`config.mk`:
```
export PLATFORM = sky130hd
export DESIGN_NAME = reg_dump_ctrl
export DESIGN_NICKNAME = d
export VERILOG_FILES = /design/src/rtl/reg_dump_ctrl_pkg.sv /design/src/rtl/reg_dump_ctrl.sv
export SDC_FILE = /design/constraint.sdc
export NUM_CORES = 1
export LEC_CHECK = 0
export CAP_MARGIN = 15
export CORE_MARGIN = 3
export CORE_UTILIZATION = 46
export DETAILED_ROUTE_END_ITERATION = 10
export PLACE_DENSITY = 0.81
export SLEW_MARGIN = 20
export SYNTH_ARGS = -nofsm -noshare
export SYNTH_HDL_FRONTEND = slang
export SYNTH_SLANG_ARGS = --single-unit
```
`constraint.sdc`:
```
create_clock -name clk -period 2.55 [get_ports clk]
set_clock_uncertainty 0.1 [all_clocks]
set_input_delay 0.51 -clock clk [delete_from_list [all_inputs] [get_ports clk]]
set_output_delay 0.51 -clock clk [all_outputs]
set_load 0.03 [all_outputs]
```
`src/rtl/reg_dump_ctrl_pkg.sv`:
```
// Shared definitions for the register dump/load controller: default sizes,
// transfer mode encoding and FSM state encoding, so the processor top and
// the testbench agree on them.
package reg_dump_ctrl_pkg;

  localparam int DEFAULT_DATA_WIDTH         = 8;
  localparam int DEFAULT_REGISTER_ADDR_BITS = 2;

  localparam logic MODE_DUMP = 1'b0;
  localparam logic MODE_LOAD = 1'b1;

  typedef enum logic [2:0] {
    ST_IDLE  = 3'd0,
    ST_FETCH = 3'd1,
    ST_SEND  = 3'd2,
    ST_RECV  = 3'd3,
    ST_WRITE = 3'd4,
    ST_DONE  = 3'd5
  } state_t;

endpackage

```
`src/rtl/reg_dump_ctrl.sv`:
```
// Register file dump/load controller. Dump mode reads registers 0..N-1 and
// streams them out over a valid/ready port; load mode accepts a stream of
// words and writes them into registers 0..N-1. The CPU is held halted while
// this block owns the register file ports.
module reg_dump_ctrl
  import reg_dump_ctrl_pkg::*;
#(
  parameter int DATA_WIDTH         = DEFAULT_DATA_WIDTH,
  parameter int REGISTER_ADDR_BITS = DEFAULT_REGISTER_ADDR_BITS
) (
  input  logic                          clk,
  input  logic                          reset,
  input  logic                          start,
  input  logic                          mode,
  output logic                          busy,
  output logic                          done,
  output logic                          cpu_halt,
  output logic [REGISTER_ADDR_BITS-1:0] rf_a_select,
  input  logic [DATA_WIDTH-1:0]         rf_a_data,
  output logic [DATA_WIDTH-1:0]         rf_data,
  output logic [REGISTER_ADDR_BITS-1:0] rf_dest_select,
  output logic                          rf_load_enable,
  output logic [DATA_WIDTH-1:0]         out_data,
  output logic                          out_valid,
  input  logic                          out_ready,
  input  logic [DATA_WIDTH-1:0]         in_data,
  input  logic                          in_valid,
  output logic                          in_ready
);

  // Last register index, decoded explicitly so idx never has to wrap.
  localparam logic [REGISTER_ADDR_BITS-1:0] LAST_IDX = {REGISTER_ADDR_BITS{1'b1}};

  state_t                          state, state_n;
  logic [REGISTER_ADDR_BITS-1:0]   idx, idx_n;
  logic [DATA_WIDTH-1:0]           out_data_n, rf_data_n;
  logic [REGISTER_ADDR_BITS-1:0]   rf_dest_select_n;
  logic                            out_valid_n, in_ready_n, rf_load_enable_n;
  logic                            busy_n, done_n;

  assign rf_a_select = idx;
  assign cpu_halt    = busy;

  // Next-state and next-output decode.
  always_comb begin
    // NOTE: every variable gets a default first so no path leaves one
    // unassigned; a missing default would infer a latch.
    state_n          = state;
    idx_n            = idx;
    out_data_n       = out_data;
    out_valid_n      = out_valid;
    in_ready_n       = in_ready;
    rf_data_n        = rf_data;
    rf_dest_select_n = rf_dest_select;
    rf_load_enable_n = 1'b0;

    unique case (state)
      ST_IDLE: begin
        if (start) begin
          idx_n = '0;
          if (mode == MODE_LOAD) begin
            in_ready_n = 1'b1;
            state_n    = ST_RECV;
          end else begin
            state_n = ST_FETCH;
          end
        end
      end
      ST_FETCH: begin
        out_data_n  = rf_a_data;
        out_valid_n = 1'b1;
        state_n     = ST_SEND;
      end
      ST_SEND: begin
        if (out_valid && out_ready) begin
          out_valid_n = 1'b0;
          if (idx == LAST_IDX) begin
            state_n = ST_DONE;
          end else begin
            idx_n   = idx + 1'b1;
            state_n = ST_FETCH;
          end
        end
      end
      ST_RECV: begin
        if (in_valid && in_ready) begin
          rf_data_n        = in_data;
          rf_dest_select_n = idx;
          rf_load_enable_n = 1'b1;
          in_ready_n       = 1'b0;
          state_n          = ST_WRITE;
        end
      end
      ST_WRITE: begin
        // The register file captures rf_data on the edge leaving this state.
        if (idx == LAST_IDX) begin
          state_n = ST_DONE;
        end else begin
          idx_n      = idx + 1'b1;
          in_ready_n = 1'b1;
          state_n    = ST_RECV;
        end
      end
      ST_DONE: begin
        state_n = ST_IDLE;
      end
      default: begin
        state_n = ST_IDLE;
      end
    endcase

    busy_n = (state_n != ST_IDLE);
    done_n = (state_n == ST_DONE);
  end

  // State, index and registered outputs; reset clears rf_load_enable at once.
  always_ff @(posedge clk or posedge reset) begin
    if (reset) begin
      state          <= ST_IDLE;
      idx            <= '0;
      out_data       <= '0;
      out_valid      <= 1'b0;
      in_ready       <= 1'b0;
      rf_data        <= '0;
      rf_dest_select <= '0;
      rf_load_enable <= 1'b0;
      busy           <= 1'b0;
      done           <= 1'b0;
    end else begin
      // NOTE: non-blocking assignments so every register samples the values
      // from before this edge, independent of statement order.
      state          <= state_n;
      idx            <= idx_n;
      out_data       <= out_data_n;
      out_valid      <= out_valid_n;
      in_ready       <= in_ready_n;
      rf_data        <= rf_data_n;
      rf_dest_select <= rf_dest_select_n;
      rf_load_enable <= rf_load_enable_n;
      busy           <= busy_n;
      done           <= done_n;
    end
  end

endmodule

```
**After elaboration in Yosys (flattened, before gate mapping)**

Cells that the tools add are included.

- Latch bits: 0
- ROM bits: 0
- Output and inout port bits: 26
- RAM bits: 0
- Word-level logic and storage cells: 53
- Register bits: 28
- Input bits: 22
- Memories: 0

- Add/subtract/negate cells: 1
- Order comparisons: 0
- Divide/modulo/power cells: 0
- Eq/ne operators: 11
- Bitwise gates (word level): 0
- Mux-type cells: 20
- Reduce and logical (&&, ||, !) cells: 11
- Shifts and indexed selects: 0
- $mul: 0

Operators with widths:

| cell | count |
|---|---|
| 3-bit two-way mux | 5 |
| 3-bit case mux with 5 select lines | 1 |
| 2-bit != test, second input constant | 5 |
| 3-bit nonzero test | 3 |
| 2-bit two-way mux | 4 |
| 1-bit two-way mux | 7 |
| 3-bit by 2-bit equality test with 1-bit output, second input constant | 2 |
| 3-bit equality test, second input constant | 2 |
| 2-bit case mux with 3 select lines | 1 |
| 5-bit AND reduction | 1 |
| 2-bit AND reduction | 2 |
| 3-bit by 1-bit equality test with 1-bit output, second input constant | 1 |
| 3-bit zero test | 1 |
| 1-bit case mux with 3 select lines | 1 |
| 3-bit AND reduction | 1 |
| 2-bit by 1-bit adder with 2-bit output, second input constant | 1 |
| 2-bit equality test, second input constant | 1 |
| 1-bit logical AND | 2 |
| 1-bit case mux with 2 select lines | 1 |
| 2-bit nonzero test | 1 |

**Longest topological paths before layout**

- Depth in word-level cells: 5
- Mapped depth: 5
- Depth with buffers taken out: 4

**Worst setup path before layout**

Ideal clock, no wire load.

- Path kind: flip-flop to flip-flop
- Start point: reg in_ready
- End point: reg rf_data[1]
- Cell stages (with the launch flop): 5
- Slack: 967 ps
- Arrival time: 1358 ps
- Path buffers: 1
- Data required time: 2325 ps
- Setup time: 125 ps
- Cells stage by stage: dfrtp_1 > nand3_1 > nor2_2 > buf_4 > mux2_2

- Longest elaborated chain between the ends: 2

Ends and longest elaborated chain:

| item | line | text |
|---|---|---|
| from (decl) | reg_dump_ctrl.sv:28 | `output logic in_ready` |
| from (signal assigned) | reg_dump_ctrl.sv:136 | `in_ready <= in_ready_n;` |
| 1-bit logical AND | reg_dump_ctrl.sv:86 | `if (in_valid && in_ready) begin` |
| 2-bit AND reduction (no source line) | n/a |  |
| to (signal assigned) | reg_dump_ctrl.sv:137 | `rf_data <= rf_data_n;` |
| to (decl) | reg_dump_ctrl.sv:20 | `output logic [DATA_WIDTH-1:0] rf_data,` |

No other way between the ends.
A chain may end at the register's enable or synchronous reset.

**Worst setup path after layout**

- Start point: reg out_valid
- End point: out out_valid

RTL lines:

| item | line | text |
|---|---|---|
| from (decl) | reg_dump_ctrl.sv:24 | `output logic out_valid,` |
| from (signal assigned) | reg_dump_ctrl.sv:135 | `out_valid <= out_valid_n;` |

No word-level cell between the ends.

==> flow_metrics.py <==
metrics = {
    "sta": {
        "fmaxAchievable_ghz": 0.479,
        "worst_slew_pin_slew_ps": 529,
        "rsz0062_at_grt": "no",
        "fin_crit_sh_pct": 81.9,
        "hold_violations": 0,
        "relSlewSlack_pct": 64.7,
        "period_needed_ps": 2090,
        "finalSetupViolations": 0,
        "drv_slew": 0,
        "finalSetupTns_ps": 0,
    },
    "finish": {
        "layout-drive-gt1-share_pct": 18.4,
        "fin_nets": 165,
        "num_antenna_cells": 0,
        "areaGrowthSynthToFinish_pct": 43.3,
        "fin_cells": 171,
        "fill_cells": 195,
    },
    "pwr": {
        "p_leak_nw": 0.737,
        "ir_drop_v": 0.000859,
        "powerDensity_nw_per_um2": 1300,
        "total_power_mw": 2.28,
    },
    "drt": {
        "drt_iter0_drc": 11,
        "drt_pre_antenna_iters": 4,
        "ant_nets": 0,
        "routed_wl_microns": 2590,
        "vias_per_cell": 5.04,
        "wl_per_cell_microns": 15.1,
        "vias": 861,
        "drc": 0,
    },
    "clock_tree": {
        "clockBufferDepth": 2,
        "clock_latency_ps": 320,
        "cts_root_buffer": "clkbuf_4",
        "htree_levels": 1,
        "clock_sinks": 28,
        "clk_pin_slew_ps": 150,
        "cts_resized": 0,
        "cts_hold_buf": 0,
        "cts_made_buffers": 3,
        "post-cts-setup-buffers": 0,
        "cts_tree": "yes",
    },
    "floorplanning": {
        "io_pins": 48,
        "rows": 18,
        "initial_core_util_pct": 48.8,
        "die_w_microns": 57.5,
        "die_y_microns": 57.5,
        "design.die.area_sq_um": 3310,
        "coreArea_sq_um": 2500,
    },
    "global_route": {
        "grt_max_degree": 29,
        "grt_pass1_wl_microns": 4500,
        "antenna_found_initial": 0,
        "grt_overflow": 0,
        "grt_util_all_layers_pct": 17.3,
        "grt_pass1_vias": 966,
    },
    "placement": {
        "hpwl_microns": 1930,
        "place_inst": 167,
        "io_buffers": 47,
        "gp_congestion": 0.798,
    },
    "synthesis": {
        "avgSynthCellArea_sq_um": 13.0,
        "ys_ff_latch": 28,
        "syn_inst": 94,
        "synth_nets": 117,
        "ys_seq_area_share_pct": 57.4,
        "netlist_area_sq_um": 1220,
        "synthDistinctLibCells": 30,
        "ys_warn_count": 0,
    },
    "critical_path": {
        "critical_path_arrival_ps": 1480,
        "end_kind": "output port",
        "crit_fanout": 6,
        "crit_required_ps": 1940,
        "cp_slowest_cell": "clkdlybuf4s50_1",
        "crit_type": "reg -> out",
        "crit_chain": "clkdlybuf4s50_1",
        "path_buf_inv": 1,
        "max_stage_delay_ps": 710,
        "worstSetupStartpointType": "register",
        "crit_family": "buffers and inverters",
    },
    "flow_run": {
        "cap_violations": 0,
    },
    "outcome": {
        "status": "finished clean",
    },
    "min_path": {
        "hold_path.class": "reg -> reg",
    },
}
[routing by layer]
metal	wire, microns	GRT usage (%)	up-vias	share of wire (%)
met5	0	0	-	0
met4	0	3.97	0	0
met3	192	3.62	0	7.4
met2	1290	29.2	34	50
met1	1110	23.0	405	43
li1	-	-	422	-
[power by group]
group	internal, mW	switching [mW]
registers	0.640	0.164
logic	0.567	0.623
clock network	0.159	0.126
total	1.37	0.912
[sequential cells by signal, indices dropped and copies added, names as in the netlist, 2 cells and up]
register and flops:
rf_data 8, rf_a_select 2, state 3, rf_dest_select 2
out_data 8
[cell families (layout without fill, tap and decap cells)]
family | Yosys count | after routing | synth area share, %
DFF | 28 | 28 | 57.4
muxes | 20 | 20 | 18.2
and+or+nand+nor | 17 | 17 | 9.12
AOI/OAI and AO/OA | 16 | 16 | 8.91
buffers and inverters | 12 | 59 | 5.33
adders and majority gates | 1 | 1 | 1.02
[placed cells by master, fill, tap and decap left out, types with 2 or more instances in the layout]
master and count:
inv_1 7, dfrtp_1 28, nand3_1 2, clkdlybuf4s50_1 47
o211ai_1 2, a21oi_1 3, o21ai_0 3, o31ai_1 3
nor2_1 4, mux2_2 17, clkbuf_4 3, mux2i_1 2
a21boi_0 2
[path summary, 6_finish.rpt]
kind | from | endpoint | slack (ps) | cells past startpoint
max | out_valid | out_valid | 460 | 1
max in group asynchronous | reset | in_ready | 1670 | 3
min in group asynchronous | reset | rf_dest_select[0] | 430 | 3
min | rf_data[7] | rf_data[7] | 410 | 1
max reg2reg | state[2] | rf_data[4] | 690 | 3
min reg2reg | rf_data[7] | rf_data[7] | 410 | 1
[stage by stage]
stage | util (%) | cell area, sq um | hold WS [ps] | setup slack, ps
3_5_place_dp | 67.9 | 1700 | 382 | 294
2_1_floorplan | - | 1220 | 455 | 967
6_report | 70.0 | 1750 | 411 | 462
4_1_cts | 70.0 | 1750 | 414 | 449
5_1_grt | 70.0 | 1750 | 439 | 381
3_3_place_gp | 67.9 | 1700 | 373 | 331
[layout make-up]
class	count	area, sq um	area share, %
clock buffers	3	22.5	1.29
clock inverters	1	30.0	1.72
inverters	7	26.3	1.50
multi-input cells	54	455	26.0
flip-flops and latches	28	701	40.0
well taps	30	37.5	2.14
repair buffers	48	478	27.3
[cells in the mapped netlist (all sizes together)]
master	instances	share of area, %
nand2b	2	1.2
mux2	18	17
and2	1	0.51
o31ai	3	1.8
o32ai	1	0.72
a211o	1	0.72
dfrtp	28	57
inv	7	2.2
o21ai	3	1.2
mux2i	2	1.6
nor3b	1	1.5
a21oi	3	1.2
nor2b	1	0.51
nand3b	1	0.61
o211ai	2	1.2
buf	5	3.2
or2b	1	0.61
nor3	1	0.41
and4b	1	0.82
ha	1	1.0
a21o	1	0.72
nor2	5	1.7
nand2	1	0.31
nand3	2	0.82
a21boi	2	1.2
No activity file was read; power rests on OpenSTA's default activity.
==> RTL edit 1: new RTL, same settings <==
`DEFAULT_REGISTER_ADDR_BITS`: 2 -> 4.
--- a/src/rtl/reg_dump_ctrl_pkg.sv
+++ b/src/rtl/reg_dump_ctrl_pkg.sv
@@ -5,5 +5,5 @@
 
   localparam int DEFAULT_DATA_WIDTH         = 8;
-  localparam int DEFAULT_REGISTER_ADDR_BITS = 2;
+  localparam int DEFAULT_REGISTER_ADDR_BITS = 4;
 
   localparam logic MODE_DUMP = 1'b0;
Ports: changed (resized rf_a_select and rf_dest_select); port bits go from 48 to 52. No check against the original RTL was run, so the function may have changed too.
==> RTL edit 1 against the unedited design <==
- synthesized cell count increased by 20%
- sequential cell count grew 4
- setup slack worse by 0.036 ns
- design area is 17% higher
- total power up 18%
- sequential power increased by 16%
- area after synthesis is 22% higher
- wire length is 15% higher
- core utilization shrank 3.6 points
- combinational power rose by 27%
==> RTL edit 1: results (changes against the unedited design) <==
status: "complete, no violations"
numCtsBuffers: 5  # +2
drt_iter0_drc: 37  # +26
muxShareOfSynthArea_pct: 17.8  # -0.48 points
cp_data_arrival_time_ns: 1.51  # +0.03 ns
pre_cts_slack_ns: 0.463  # +0.169 ns
route.met3.wl_um: 193  # +0.52%
place_inst: 203  # +22%
grt_pass1_wl_um: 5310  # +18%
p_leak_nw: 0.873  # +18%
final_util_pct: 66.4  # -3.6 points
synth-compound-area-share_pct: 9.63  # +0.72 points
firstDrtPassIters: 5  # +1
ys_top_cells_by_count: "dfrtp_1, mux2_2, mux2_4"
wire_per_inst_um: 14.2  # -6.5%
top_regs: "out_data (8), rf_data (8)"
ys_top_cells_by_area: "dfrtp_1, mux2_2, mux2_4"
numPortBuffers: 51  # +8.5%
synth-adder-area-share_pct: 0.838  # -0.19 points
fmax_ghz: 0.471  # -1.7%
finalHoldWorstSlack_ns: 0.410  # -0.000944 ns
critPathMaxFanout: 7  # +1
routabilityCongestion: 0.908  # +14%
max-vdd-ir-drop_v: 0.000575  # -33%
track_usage_pct: 16.9  # -0.42 points
avgViaCountPerCell: 5.16  # +2.4%
grt_use_met2_pct: 26.6  # -2.6 points
top_layer_used: "met4"
met2_length_um: 1460  # +13%
grt_use_met1_pct: 21.7  # -1.2 points
layout.nets: 189  # +15%
synth.distinct_cells: 39  # +30%
switchingPower_mw: 1.12  # +23%
grt_max_degree: 33  # +14%
[RTL edit 1: final timing paths]
kind	start	to
max in group asynchronous	reset	state[1]
min in group asynchronous	reset	rf_data[5]
worst min register to register	out_data[5]	out_data[5]
worst max register to register	state[0]	rf_data[7]
worst min-delay path	out_data[5]	out_data[5]
worst max-delay path	rf_a_select[2]	rf_a_select[2]
[RTL edit 1: cells by family after synthesis]
kind of cell | count (synthesis)
adders and majority gates | 1
DFF | 32
muxes | 21
AOI/OAI and AO/OA | 19
buffers and inverters | 11
and+or+nand+nor | 29
[RTL edit 1: area by class of cell]
class / count / area, um^2 / area share, %
flip-flops and latches: 32 / 801 / 39.2
multi-input cells: 70 / 606 / 29.6
repair buffers: 52 / 518 / 25.3
well taps: 44 / 55.1 / 2.69
clock buffers: 6 / 41.3 / 2.02
inverters: 5 / 18.8 / 0.918
clock inverters: 1 / 5.00 / 0.245
[RTL edit 1: per-stage QoR]
| step | total power, mW | cell area (um^2) |
|---|---|---|
| detailed placement | 2.46 | 2000 |
| global placement | 2.42 | 2000 |
| floorplan | 1.93 | 1490 |
| global route | 2.86 | 2040 |
| CTS | 2.74 | 2040 |
| finish | 2.70 | 2040 |
[RTL edit 1: power groups by stage]
| stage | Sequential (mW) | Combinational [mW] | Clock [mW] |
|---|---|---|---|
| detailed placement | 0.942 | 1.52 | 0 |
| CTS | 0.933 | 1.53 | 0.272 |
| finish | 0.929 | 1.51 | 0.254 |
| floorplan | 1.29 | 0.640 | 0 |
| global route | 0.969 | 1.60 | 0.293 |
| global placement | 0.931 | 1.49 | 0 |
==> RTL edit 2: new RTL, same flow settings <==
Without the edit above. `out_data` no longer has a reset.
--- a/src/rtl/reg_dump_ctrl.sv
+++ b/src/rtl/reg_dump_ctrl.sv
@@ -119,5 +119,4 @@
       state          <= ST_IDLE;
       idx            <= '0;
-      out_data       <= '0;
       out_valid      <= 1'b0;
       in_ready       <= 1'b0;
@@ -132,5 +131,4 @@
       state          <= state_n;
       idx            <= idx_n;
-      out_data       <= out_data_n;
       out_valid      <= out_valid_n;
       in_ready       <= in_ready_n;
@@ -143,4 +141,8 @@
   end
 
+  always_ff @(posedge clk) begin
+    out_data <= out_data_n;
+  end
+
 endmodule
 
Formal check against the unedited RTL: differs if reset is asserted again (counterexample within 4 cycles, from zero or initial values and one cycle with reset high); with reset held inactive, the same outputs for 10 cycles.
==> RTL edit 2 against the unedited design <==
- register-to-register slack improved by 0.03 ns
- sequential cell count is the same
- sequential power shrank 5.7%
- area after synthesis shrank 7.6%
- setup slack improved by 0.019 ns
- highest routed layer is now met4
- final cell count down 7.6%
- maximum frequency is 0.92% higher
- wire length shrank 13%
- total power shrank 13%
- design area down 4.9%
==> RTL edit 2: results (changes against the unedited design) <==
status: "complete, no violations"
drive_gt1_share_pct: 5.38  # -13 points
wl_um: 2260  # -13%
async_reset_ff_share_pct: 71.4  # -29 points
drt_iter0_drc: 7  # -4
avgViaCountPerCell: 4.97  # -1.2%
place_inst: 154  # -7.8%
slowest_stage: "clkdlybuf4s50_1"
cp_data_arrival_time_ns: 1.46  # -0.02 ns
slowest_delay_ns: 0.70
numCtsBuffers: 3  # unchanged
track_usage_pct: 16.5  # -0.86 points
routabilityCongestion: 0.802  # +0.59%
seq_area_frac_synth_pct: 65.6  # +8.3 points
critPathMaxFanout: 5  # -1
ys_top_cells_by_count: "dfrtp_1, mux2_1, edfxtp_1"
postPlaceCellArea_mm2: 0.00161  # -5.0%
cts_buffer_depth: 2  # unchanged
ys_top_cells_by_area: "dfrtp_1, edfxtp_1, mux2_1"
wire_per_inst_um: 14.3  # -5.4%
numPortBuffers: 47  # unchanged
grt_pass1_vias: 840  # -13%
cts_resized: 0  # unchanged
pre_cts_slack_ns: 0.472  # +0.178 ns
syn_inst: 82  # -13%
post-dp-hpwl_um: 1750  # -9.2%
grt_antenna_before_repair: 0  # unchanged
syn_nets: 105  # -10%
cts_root_buf: "clkbuf_4"
firstDrtPassIters: 2  # -2
synth.distinct_cells: 27  # -10%
yosysWarnings: 0  # unchanged
worst_slew_pin_slew_ns: 0.753  # +0.224 ns
hold_path_class: "reg -> reg"
max-vdd-ir-drop_v: 0.000770  # -10%
p_leak_nw: 0.690  # -6.3%
crit_family: "buffers and inverters"
worstSkewPairLatency_ns: 0.31
synth_edf_count: 8  # +8
ys.flop_type: "dfrtp_1"
top_regs: "out_data (8), rf_data (8), state (3)"
switchingPower_mw: 0.758  # -17%
antenna_cells: 0  # unchanged
post_cts_buffers: 0  # unchanged
grt_max_degree: 21  # -28%
grt_pass1_wl_um: 4050  # -10%
cts.clk_slew.worst_paths_ns: 0.14
htree_levels: 1  # unchanged
[RTL edit 2: path summary, 6_finish.rpt]
| check | from | to | slack [ns] | depth (start not counted) |
|---|---|---|---|---|
| setup reg to reg | rf_a_select[0] | busy | 0.72 | 5 |
| min in group asynchronous | reset | rf_data[2] | 0.51 | 2 |
| hold / removal | rf_data[2] | rf_data[2] | 0.41 | 1 |
| setup / recovery | rf_a_select[0] | rf_a_select[0] | 0.48 | 1 |
| hold reg to reg | rf_data[2] | rf_data[2] | 0.41 | 1 |
| max in group asynchronous | reset | in_ready | 1.38 | 2 |
[RTL edit 2: power by group through the flow]
| stage | logic [mW] | registers (mW) | clock network [mW] |
|---|---|---|---|
| after floorplan | 0.326 | 1.00 | 0 |
| after global placement | 0.923 | 0.755 | 0 |
| after detailed placement | 0.940 | 0.767 | 0 |
| after CTS | 0.945 | 0.757 | 0.292 |
| after global routing | 1.00 | 0.783 | 0.312 |
| final | 0.936 | 0.758 | 0.282 |
[RTL edit 2: layout make-up]
| class | instances | area (um^2) |
|---|---|---|
| multi-input cells | 45 | 337 |
| fillers | 147 | 611 |
| repair buffers | 49 | 485 |
| flip-flops and latches | 28 | 741 |
| inverters | 4 | 15.0 |
| clock inverters | 1 | 30.0 |
| well taps | 28 | 35.0 |
| clock buffers | 3 | 22.5 |
[RTL edit 2: cells by family (layout without fill, tap and decap cells)]
kind of cell	count (synthesis)	in the layout	synth area share, %
fa+ha+maj	1	1	1.11
xor+xnor	1	1	0.776
flops	28	28	65.6
buf+inv	9	57	4.54
simple gates	20	20	9.43
compound gates	11	11	6.54
mux	12	12	12.0
[RTL edit 2: metal layers]
layer	vias up	global-route usage (%)	routed length, um
li1	379	-	-
met1	369	21.7	1010
met2	36	27.0	1070
met3	2	4.21	166
met4	0	4.17	13
met5	-	0	0
